<file path="src/rtl/cic_rate_sched.sv">
// cic_rate_sched: clock-enable scheduler and flush sequencer for a CIC
// up/down-sampler. A divider produces fast strobes, a ratio counter picks
// every R-th fast strobe as the slow strobe, and eni/eno are routed from
// fast/slow depending on the conversion direction. The datapath is held in
// reset (cic_rst) for FLUSH_CYC cycles on every start and every reconfig.
//
// Config handshake: a configuration is transferred on any rising clk edge
// where cfg_valid && cfg_ready. cfg_ready is a decode of the state register
// only (low in FLUSH), so it never depends on cfg_valid in the same cycle.
// A transfer in RUN restarts the flush sequence unless run is dropping in
// the same cycle, in which case the block goes to IDLE with the new config.
module cic_rate_sched #(
    parameter int DIV_W     = 16,
    parameter int RW        = 8,
    parameter int FLUSH_CYC = 8
) (
    input  logic             clk,
    input  logic             rst,
    input  logic             run,
    input  logic             cfg_valid,
    output logic             cfg_ready,
    input  logic             cfg_up,
    input  logic [DIV_W-1:0] cfg_div,
    input  logic [RW-1:0]    cfg_ratio,
    output logic             eni,
    output logic             eno,
    output logic             cic_rst,
    output logic [RW-1:0]    phase,
    output logic [1:0]       state
);

    // Flush counter width; at least one bit so FLUSH_CYC = 1 still elaborates.
    localparam int FW = (FLUSH_CYC > 1) ? $clog2(FLUSH_CYC) : 1;
    localparam logic [FW-1:0] FLUSH_LAST = FW'(FLUSH_CYC - 1);

    typedef enum logic [1:0] {
        S_IDLE  = 2'd0,
        S_FLUSH = 2'd1,
        S_RUN   = 2'd2
    } state_t;

    state_t             state_q, state_d;
    logic [DIV_W-1:0]   dcnt_q, dcnt_d;
    logic [RW-1:0]      rcnt_q, rcnt_d;
    logic [FW-1:0]      fcnt_q, fcnt_d;
    logic               up_q, up_d;
    logic [DIV_W-1:0]   div_q, div_d;
    logic [RW-1:0]      ratio_q, ratio_d;

    logic cfg_accept;
    logic in_run;
    logic fast;
    logic slow;

    // Output decodes: every output is a function of registers only.
    assign in_run     = (state_q == S_RUN);
    assign fast       = in_run && (dcnt_q == '0);
    assign slow       = fast && (rcnt_q == '0);
    assign eni        = up_q ? slow : fast;
    assign eno        = up_q ? fast : slow;
    assign cic_rst    = !in_run;
    assign cfg_ready  = (state_q != S_FLUSH);
    assign phase      = rcnt_q;
    assign state      = state_q;
    assign cfg_accept = cfg_valid && cfg_ready;

    // Next-state logic: config capture, sequencer transitions and counters.
    always_comb begin
        state_d = state_q;
        dcnt_d  = dcnt_q;
        rcnt_d  = rcnt_q;
        fcnt_d  = fcnt_q;
        up_d    = up_q;
        div_d   = div_q;
        ratio_d = ratio_q;

        if (cfg_accept) begin
            up_d    = cfg_up;
            div_d   = cfg_div;
            ratio_d = (cfg_ratio == '0) ? RW'(1) : cfg_ratio;
        end

        unique case (state_q)
            S_IDLE: begin
                dcnt_d = '0;
                rcnt_d = '0;
                fcnt_d = '0;
                if (run) begin
                    state_d = S_FLUSH;
                end
            end
            S_FLUSH: begin
                dcnt_d = '0;
                rcnt_d = '0;
                if (!run) begin
                    state_d = S_IDLE;
                    fcnt_d  = '0;
                end else if (fcnt_q == FLUSH_LAST) begin
                    state_d = S_RUN;
                    fcnt_d  = '0;
                end else begin
                    fcnt_d = fcnt_q + FW'(1);
                end
            end
            S_RUN: begin
                // Divider wraps after div_q; ratio counter steps on each fast strobe.
                dcnt_d = (dcnt_q >= div_q) ? '0 : dcnt_q + DIV_W'(1);
                if (dcnt_q == '0) begin
                    rcnt_d = (rcnt_q >= ratio_q - RW'(1)) ? '0 : rcnt_q + RW'(1);
                end
                // Stopping wins over a restart; the config above is still taken.
                if (!run) begin
                    state_d = S_IDLE;
                    dcnt_d  = '0;
                    rcnt_d  = '0;
                    fcnt_d  = '0;
                end else if (cfg_accept) begin
                    state_d = S_FLUSH;
                    dcnt_d  = '0;
                    rcnt_d  = '0;
                    fcnt_d  = '0;
                end
            end
            default: begin
                state_d = S_IDLE;
                dcnt_d  = '0;
                rcnt_d  = '0;
                fcnt_d  = '0;
            end
        endcase
    end

    // State, counter and config registers with asynchronous reset.
    always_ff @(posedge clk or posedge rst) begin
        if (rst) begin
            state_q <= S_IDLE;
            dcnt_q  <= '0;
            rcnt_q  <= '0;
            fcnt_q  <= '0;
            up_q    <= 1'b0;
            div_q   <= '0;
            ratio_q <= RW'(1);
        end else begin
            state_q <= state_d;
            dcnt_q  <= dcnt_d;
            rcnt_q  <= rcnt_d;
            fcnt_q  <= fcnt_d;
            up_q    <= up_d;
            div_q   <= div_d;
            ratio_q <= ratio_d;
        end
    end

endmodule
</file>
<file path="config.mk">
export PLATFORM = sky130hd
export DESIGN_NAME = cic_rate_sched
export DESIGN_NICKNAME = d
export VERILOG_FILES = /design/src/rtl/cic_rate_sched.sv
export SDC_FILE = /design/constraint.sdc
export NUM_CORES = 1
export LEC_CHECK = 0
export CAP_MARGIN = 0
export CORE_MARGIN = 8
export CORE_UTILIZATION = 30
export DETAILED_ROUTE_END_ITERATION = 6
export HOLD_SLACK_MARGIN = 0.02
export SETUP_SLACK_MARGIN = 0.4
export SYNTH_ARGS = -nofsm -noshare
export SYNTH_HDL_FRONTEND = slang
export SYNTH_SLANG_ARGS = --single-unit
export TNS_END_PERCENT = 30
</file>
<file path="constraint.sdc">
create_clock -name clk -period 3.32 [get_ports clk]
set_input_delay 0.498 -clock clk [delete_from_list [all_inputs] [get_ports clk]]
set_output_delay 0.498 -clock clk [all_outputs]
set_load 0.01 [all_outputs]
</file>
==> results.md <==
- Cell area after synthesis: 3308 sq um
- Critical path's slowest cell: clkdlybuf4s50_1
- Gr usage total: slightly below 10%
- Initial antenna violation count: 0
- Grt ovf: 0
- Fin worst setup slack: roughly 0.52 ns
- Layout Utilization: 37.13%
- Dpl ws: 0.4948 ns
- Hold Slack: 0.4308 ns
- Slew margin rel.: between 40% and 50%
- Clock Latency Late Sink: ~0.31 ns
- Crit-path cells: nor4_4 -> nand4_1 -> a211oi_1 -> clkdlybuf4s50_1
- PwrDens: 327.1 nW/um^2
- Area post-placement: ~4000 sq um
- P&R area growth vs syn: 21.14%
- Critical Path RT: 2.82 ns
- Highest net fanout along the worst path: 5
- DRT iter0 DRCs: between 80 and 90
- RR Endpoint: phase[2]$_DFFE_PP0P_
- Global-route wire length before repair: 12100 um
- IO Pins: 43
- Slowest Stage Delay on Critical Path: about 0.58 ns
- Final setup viols: 0
- Final worst path period need: 2.795 ns
- Tightest Pin Transition: 0.7976 ns
- Final wirelength: between 6000 and 7000 um
- Worst Path Buf+Inv: 1
- Fmax: between 300 and 400 MHz
- Crit path launch type: register
- CP Launch Point: dcnt_q[11]$_DFF_PP0_
- Period utilization: 84.19%
- R2R setup slack: approximately 0.63 ns
- Post-Syn Area per Cell: just over 10 sq um
- Final Max Tran Viols: 0
- Max-Cap Viols: 0
- Finished Cell Area: 4008 sq um
- Setup crit end: eni
- VDD IR max: between 0.15 and 0.2 mV
- DRC Markers: 0
- Critical path class: reg2out
- Worst hold path type: in2async
- Multi-input gate area: ~1800 sq um
- Area of the core: 10790 sq um
- Vias per cell: around 4.9
- Final TNS setup: 0 ns
- Nets: around 430
- Die X: ~120 um
- Yosys reg bits: 54
- Initial Util: 30.65%
- CTS tree: built
- First-pass iteration count of the detailed router: 4
- FF-to-FF Start: ratio_q[3]$_DFFE_PP0P_
- FILL cells: about 1100
- Post-Route Skew: about 0.013 ns
- Clock sink count: 54
- H-tree levels: 2
- Status: finished, final reports clean
- Fin. Hold Viols: 0
- Post-CTS Setup Bufs: 0
- Syn nets: 379
- Leakage: about 1.8 nW
- RSZ-0062 raised after global routing: yes
- N_diodes: 0
- Vert. Die Dim: about 120 um
- WL per Instance: between 10 and 15 um
- Dpl hpwl: roughly 5400 um
- Post-DRT Antenna Nets: 0
- DR vias: ~2500
- Yosys warning count: 0
- Crit-path leading delay family: simple AND/OR/NAND/NOR gates
- CTS Buffer Depth: 2
- Gp weighted congestion: roughly 0.8
- Gate Count Post-Synth: about 320
- Reg area: around 1400 sq um
- Largest net degree at the start of global routing: 27
- Post-CTS Hold Fix Bufs: 0
- Worst-case reg-to-reg path depth: 9
- Cts bufs inserted: 5
- Layout cells sized above 1: between 10 and 15%
- Crit path capture type: output port
- Unique masters post-synth: between 40 and 50
- Die ar.: between 10000 and 15000 sq um
- Rows: 38
- Post-CTS resize count: 0
- Vias in the first global route: 2569
- Root Buffer: clkbuf_8
- Seq/Total Area, Yosys: approximately two fifths
- Buffers on Ports: 42
- Critical path arrival: 2.30 ns
- Critical path depth in cells: 4
- Clock transition at the registers of the reported paths: around 0.10 ns
==> layout by cell type, fill, tap and decap left out, drive strengths merged, types with 6 or more instances in the layout <==
| master | n |
|---|---|
| dfrtp | 53 |
| clkdlybuf4s50 | 42 |
| ha | 31 |
| inv | 31 |
| nor2 | 28 |
| nand2 | 28 |
| mux2 | 25 |
| nor3 | 12 |
| nand3 | 11 |
| xor2 | 11 |
| a21oi | 9 |
| xnor2 | 9 |
| nand4 | 8 |
| nor4 | 8 |
| o21ai | 7 |
| a21o | 6 |
==> cells in the mapped netlist (all sizes together) <==
library cell / number / area [sq um]
a2111oi: 1 / 27.53
a211o: 1 / 8.760
a211oi: 3 / 22.52
a21o: 6 / 45.04
a21oi: 9 / 45.04
a22o: 5 / 43.79
a41oi: 3 / 52.56
and4: 1 / 8.760
buf: 4 / 20.02
clkbuf: 1 / 5.000
dfrtp: 53 / 1326
dfstp: 1 / 26.28
ha: 31 / 387.9
inv: 30 / 112.6
mux2: 25 / 281.5
nand2: 28 / 105.1
nand2b: 4 / 25.02
nand3: 11 / 55.05
nand4: 8 / 56.30
nand4bb: 1 / 27.53
nor2: 28 / 105.1
nor2b: 1 / 6.260
nor3: 12 / 60.06
nor3b: 3 / 33.78
nor4: 8 / 95.09
nor4b: 3 / 26.28
o2111ai: 1 / 8.760
o21a: 1 / 7.510
o21ai: 7 / 38.79
o31ai: 3 / 27.52
or2: 1 / 6.260
or3: 2 / 12.51
or4: 3 / 22.52
xnor2: 9 / 78.83
xor2: 11 / 96.34
==> layout make-up <==
type | instances | share of cell area, %
inverter | 30 | 2.810
tap | 140 | 4.371
clock buffer | 5 | 1.717
multi-input combinational | 230 | 45.58
timing repair buffer | 47 | 11.43
sequential | 54 | 33.75
clock inverter | 2 | 0.3434
==> worst reg2reg max path, stage by stage (launching register included) <==
cell and delay, ns:
dfrtp_1 0.42, or4_1 0.53, nor2_1 0.13, xnor2_1 0.14, ha_1 0.27, a21o_1 0.19, a211oi_1 0.37, o31ai_4 0.20
nor4b_1 0.30, a21o_1 0.11
==> per-stage QoR <==
step,instances,power [mW]
3_3_place_gp,501,0.9505
6_report,508,1.311
5_1_grt,508,1.388
3_5_place_dp,501,0.9596
2_1_floorplan,319,0.8811
4_1_cts,508,1.331
==> registers in the layout (all words and copies together), names as in the netlist <==
signal,cells
dcnt_q,16
div_q,16
fcnt_q,3
phase,8
ratio_q,8
state,2
up_q,1
==> report_power, final <==
group          switching, mW  internal, mW  total, mW
combinational         0.0896         0.116      0.206
sequential            0.0318         0.705      0.736
clock                  0.222         0.147      0.368
total                  0.343         0.968       1.31
==> worst min path at each step <==
| stage | from | end | slack [ns] | depth (start not counted) |
|---|---|---|---|---|
| after global routing | rst | div_q[10]$_DFFE_PP0P_ | 0.47 | 2 |
| after detailed placement | dcnt_q[0]$_DFF_PP0_ | dcnt_q[0]$_DFF_PP0_ | 0.48 | 1 |
| final | rst | div_q[10]$_DFFE_PP0P_ | 0.43 | 2 |
| after floorplan | dcnt_q[0]$_DFF_PP0_ | dcnt_q[0]$_DFF_PP0_ | 0.46 | 1 |
| after CTS | rst | div_q[10]$_DFFE_PP0P_ | 0.43 | 2 |
| after global placement | dcnt_q[0]$_DFF_PP0_ | dcnt_q[0]$_DFF_PP0_ | 0.48 | 1 |
==> cells by family (layout without fill, tap and decap cells) <==
family / after synthesis / after routing / share of synthesized area [%]
mux: 25 / 25 / 8.510
xor+xnor: 20 / 20 / 5.295
fa+ha+maj: 31 / 31 / 11.72
compound gates: 40 / 40 / 9.909
buf+inv: 35 / 84 / 4.160
simple gates: 114 / 114 / 19.52
flops: 54 / 54 / 40.89
==> per-layer routing <==
metal / vias to the layer above / share of wire (%) / global-route usage [%]
met4: 0 / 1.4 / 3.201
met5: - / 0 / 0
met1: 1208 / 49 / 12.93
met2: 37 / 47 / 16.30
met3: 7 / 2.5 / 1.536
li1: 1226 / - / -
(Power assumes the default switching activity.)
